## src/rtl/delay_arb_pkg.sv

```systemverilog
// delay_arb_pkg: shared FSM state type and ID-width rule for the delay round-robin arbiter
package delay_arb_pkg;

    typedef enum logic {IDLE, HOLD} arb_state_t;

    function automatic int id_width(input int n);
        return (n == 1) ? 1 : $clog2(n);
    endfunction

endpackage

```

## src/rtl/delay_rr_arbiter_rr_pick.sv

```systemverilog
// rr_pick: combinational rotating-priority encoder, first set request at or after ptr_i (mod NumReq)
module rr_pick
    import delay_arb_pkg::*;
#(
    parameter int NumReq = 4,
    localparam int IdWidth = id_width(NumReq)
) (
    input  logic [NumReq-1:0]  req_i,
    input  logic [IdWidth-1:0] ptr_i,
    output logic               any_o,
    output logic [IdWidth-1:0] idx_o
);

    logic [IdWidth-1:0] cand;

    // Scan from farthest to nearest so the nearest set request is written last and wins.
    always_comb begin
        any_o = 1'b0;
        idx_o = '0;
        cand  = '0;
        for (int i = NumReq - 1; i >= 0; i--) begin
            cand = (int'(ptr_i) + i >= NumReq) ? IdWidth'(int'(ptr_i) + i - NumReq)
                                               : IdWidth'(int'(ptr_i) + i);
            if (req_i[cand]) begin
                any_o = 1'b1;
                idx_o = cand;
            end
        end
    end

endmodule

```

## src/rtl/delay_rr_arbiter.sv

```systemverilog
// delay_rr_arbiter: round-robin arbiter registering one tagged beat per cycle into a delay buffer
// DELAY_ARB_TAG_EN: when defined, data_o = {grant_id_o, payload} so the ID travels through the delay
module delay_rr_arbiter
    import delay_arb_pkg::*;
#(
    parameter int DataWidth = 8,
    parameter int NumReq = 4,
    localparam int IdWidth = id_width(NumReq),
`ifdef DELAY_ARB_TAG_EN
    localparam int OutWidth = DataWidth + IdWidth
`else
    localparam int OutWidth = DataWidth
`endif
) (
    input  logic                        clk_i,
    input  logic                        reset_i,
    input  logic [NumReq-1:0]           valid_i,
    input  logic [NumReq*DataWidth-1:0] data_i,
    output logic [NumReq-1:0]           ready_o,
    output logic                        valid_o,
    output logic [OutWidth-1:0]         data_o,
    output logic [IdWidth-1:0]          grant_id_o,
    input  logic                        ready_i
);

    arb_state_t state, state_next;
    logic [IdWidth-1:0] rr_ptr, pick;
    logic any, can_load, accept;
    logic [DataWidth-1:0] payload;
    logic [DataWidth-1:0] lanes [NumReq];

    for (genvar k = 0; k < NumReq; k++) begin : g_lane
        assign lanes[k] = data_i[k*DataWidth +: DataWidth];
    end

    rr_pick #(.NumReq(NumReq)) u_pick (
        .req_i (valid_i),
        .ptr_i (rr_ptr),
        .any_o (any),
        .idx_o (pick)
    );

    assign can_load = (state == IDLE) || ready_i;
    assign accept   = any && can_load && !reset_i;
    assign ready_o  = accept ? (NumReq'(1) << pick) : '0;
    assign valid_o  = (state == HOLD);

    // Any state other than a stalled HOLD with no new beat falls back to IDLE.
    always_comb begin
        state_next = accept ? HOLD : (state == HOLD && !ready_i) ? HOLD : IDLE;
    end

    always_ff @(posedge clk_i) begin
        if (reset_i) state <= IDLE;
        else         state <= state_next;
    end

    always_ff @(posedge clk_i) begin
        if (reset_i) begin
            rr_ptr     <= '0;
            payload    <= '0;
            grant_id_o <= '0;
        end else if (accept) begin
            payload    <= lanes[pick];
            grant_id_o <= pick;
            rr_ptr     <= (pick == IdWidth'(NumReq - 1)) ? '0 : pick + 1'b1;
        end
    end

`ifdef DELAY_ARB_TAG_EN
    assign data_o = {grant_id_o, payload};
`else
    assign data_o = payload;
`endif

endmodule

```

## config.mk

```make
export PLATFORM = sky130hd
export DESIGN_NAME = delay_rr_arbiter
export DESIGN_NICKNAME = d
export VERILOG_FILES = /design/src/rtl/delay_arb_pkg.sv /design/src/rtl/delay_rr_arbiter_rr_pick.sv /design/src/rtl/delay_rr_arbiter.sv
export SDC_FILE = /design/constraint.sdc
export NUM_CORES = 1
export LEC_CHECK = 0
export ABC_AREA = 1
export CORE_UTILIZATION = 43
export DETAILED_ROUTE_END_ITERATION = 10
export PLACE_DENSITY = 0.85
export SYNTH_ARGS = -nofsm -noshare
export SYNTH_HDL_FRONTEND = slang
export SYNTH_SLANG_ARGS = --single-unit
```

## constraint.sdc

```tcl
create_clock -name clk_i -period 4.1 [get_ports clk_i]
set_clock_uncertainty 0.15 [all_clocks]
set_input_delay 0.82 -clock clk_i [delete_from_list [all_inputs] [get_ports clk_i]]
set_output_delay 0.82 -clock clk_i [all_outputs]
set_load 0.03 [all_outputs]
```

==> key figures <==
Run status
  – Status: complete, no violations

STA
  – Hold_ws: 0.329 ns
  – Tightest Pin Transition: 0.624 ns
  – Final Max Tran Viols: 0
  – Period utilization: 0.939
  – F_max: 0.260 GHz
  – Relative slew margins: 0.584
  – Final TNS setup: 0 ns
  – Fin. Hold Viols: 0
  – Final Critical Period: 3.85 ns
  – Final count of negative-setup-slack endpoints: 0
  – RSZ-0062 raised after global routing: no

Floorplanning
  – Die area: 0.00272 mm²
  – Die width: 52.2 µm
  – DIE HEIGHT: 52.2 µm
  – Initial Utilization: 0.471
  – # rows: 17
  – Core ar.: 0.00230 mm²
  – I/O pin cnt: 54

Worst hold path
  – HP Class: flip-flop to flip-flop
  – Hold path depth: 2
  – Hold_sp: data_o[0]$_SDFFE_PP0P_
  – WHS Endpoint: data_o[0]$_SDFFE_PP0P_

Clocking
  – Max H-tree Level: 1
  – Post-CTS Hold Buffers: 0
  – Clock root cell: clkbuf_4
  – Clock sink total: 13
  – Longest Clk Path Bufs: 2
  – Clk_lat worst skew: 0.28 ns
  – CTS tree: done
  – Setup bufs post-CTS: 0
  – CTS clk-pin slew, worst paths: 0.09 ns
  – CTS Buf Count: 3
  – Post_cts resized: 0

Routing
  – First-pass DRT Iterations: 4
  – DRT Wirelength: 3.11 mm
  – Via Count: 1331
  – Vias per cell: 5.14
  – ANT nets after route: 0
  – Drt drc: 0
  – Avg WL per Cell: 12.0 µm
  – DR iter-0 viols: 44

Setup path
  – CP Capture Type: output port
  – R2r worst-path depth: 11
  – R2r endpoint: rr_ptr[1]$_SDFFE_PP0P_
  – Reg2Reg Launch Point: rr_ptr[0]$_SDFFE_PP0P_
  – CP max stage cell: clkdlybuf4s50_1
  – Setup slack, reg-to-reg: 1.65 ns
  – CP cell instances: clkdlybuf4s50_1 > inv_1 > o21ai_0 > nand2_1 > nand3_2 > nand2_2 > nand2_4 > nand2_4 > inv_2 > nand2_1 > nor2_1 > buf_4
  – Critical path fanouts, max: 14
  – CP delay by family, top: buffers and inverters
  – CP Launch Type: input port
  – Critical path class: input port to output port
  – Largest stage delay on the critical path: 0.49 ns
  – Arr. time, crit path: 2.88 ns
  – Buf+Inv Stages, Crit Path: 4
  – Data required, critical path: 3.13 ns

Logic synthesis
  – Mapped Area: 0.00108 mm²
  – Yosys cell types: 23
  – Synth Area per Inst: 6.08 µm²
  – Synth warn: 0
  – Register bit total from synthesis: 13
  – Syn Inst Count: 178
  – Post-Syn Nets: 218
  – Seq/Total Area, Yosys: 0.240

Power and ir drop
  – Peak VDD IR: 0.487 mV
  – Static leakage: 0.789 nW
  – Cell Pwr Density: 739 mW/mm²

Cells and area
  – Multi-input gate area: 679 µm²
  – FILL cells: 220
  – Most common cell after layout, fill and taps aside: nand2_1
  – Share of post-route cells with drive strength above 1: 0.130
  – Antenna Cells: 0
  – Most frequent cells in the layout: 54 x nand2_1, 49 x clkdlybuf4s50_1, 34 x nand3_1, 22 x nor2_1, 18 x inv_1
  – Final #Nets: 272
  – P&R area growth vs syn: 48.9%
  – Register area: 260 µm²

Global routing
  – Total global-route track usage: 0.240
  – Aggregate global routing overflow: 0
  – First-pass GRT wire length: 4.87 mm
  – Largest net degree at the start of global routing: 16
  – Vias in the first global route: 1216
  – Initial antenna violation count: 0

Place
  – Hpwl dp: 2.44 mm
  – Port-buffer cells: 53
  – Placer congestion estimate: 0.825

Flow run
  – Max-cap viol count: 0
cell type report:
| cell class | instances | share of cell area |
|---|---|---|
| timing repair buffer | 55 | 0.332 |
| multi-input combinational | 139 | 0.422 |
| tap | 28 | 0.0217 |
| sequential | 13 | 0.161 |
| inverter | 20 | 0.0466 |
| clock buffer | 4 | 0.0163 |
kinds of logic (layout without fill, tap and decap cells):
family	Yosys count	in the layout	synth area share
AND/OR/NAND/NOR	128	128	0.557
buffers and inverters	26	79	0.132
flip-flops	13	13	0.240
AO/OA/AOI/OAI	9	9	0.0509
adder cells (fa/ha/maj)	1	1	0.0116
XOR/XNOR	1	1	0.00809
worst min-delay path, delay by kind of cell (launching register included):
family | cells | cell delay [ns]
simple gates | 2 | 0.12
flops | 1 | 0.32
power by group:
group / internal [mW] / total, mW / switching (mW)
clock network: 0.0378 / 0.0835 / 0.0457
registers: 0.182 / 0.233 / 0.0516
logic: 0.321 / 0.874 / 0.553
routing by layer:
layer,wire length (µm),vias to the layer above,GRT usage
met1,1310,604,0.272
li1,-,674,-
met5,0,-,0
met3,127,6,0.0232
met2,1620,47,0.442
met4,51,0,0.114
metrics by stage:
step	worst slack, ns	power [mW]	instance area (µm²)	cells	utilization
after global routing	0.0715	1.29	1610	259	0.702
final	0.251	1.19	1610	259	0.702
after floorplan	0.845	0.907	1080	178	-
after global placement	0.368	1.07	1590	255	0.690
after detailed placement	0.271	1.10	1590	255	0.690
after CTS	0.259	1.19	1610	259	0.702
state kept, by name, indices dropped and copies added, names as in the netlist:
signal	flops
data_o	8
grant_id_o	2
rr_ptr	2
valid_o	1
cell usage after synthesis:
cell type	n	share of area
nand2_1	54	0.19
nand3_1	34	0.16
nor2_1	22	0.076
inv_1	18	0.062
dfxtp_1	13	0.24
nand2_2	9	0.052
nand2_4	4	0.042
nand3_2	3	0.028
o21ai_0	3	0.014
a21oi_1	2	0.0092
buf_6	2	0.021
inv_2	2	0.0069
o21ai_2	2	0.016
buf_12	1	0.018
buf_4	1	0.0069
clkbuf_1	1	0.0035
clkbuf_8	1	0.013
ha_1	1	0.012
nor2_4	1	0.010
nor3_1	1	0.0046
o21ai_1	1	0.0046
o31ai_1	1	0.0069
xnor2_1	1	0.0081
worst max-delay path by stage:
stage,from,end,slack [ns],cells past startpoint
after CTS,valid_i[3],ready_o[2],0.26,12
after global routing,valid_i[3],ready_o[0],0.07,12
after floorplan,valid_i[3],ready_o[1],0.85,7
final,valid_i[3],ready_o[2],0.25,12
after detailed placement,valid_i[3],ready_o[2],0.27,12
after global placement,valid_i[3],ready_o[2],0.37,12
Power figures use the tool's default switching activity.
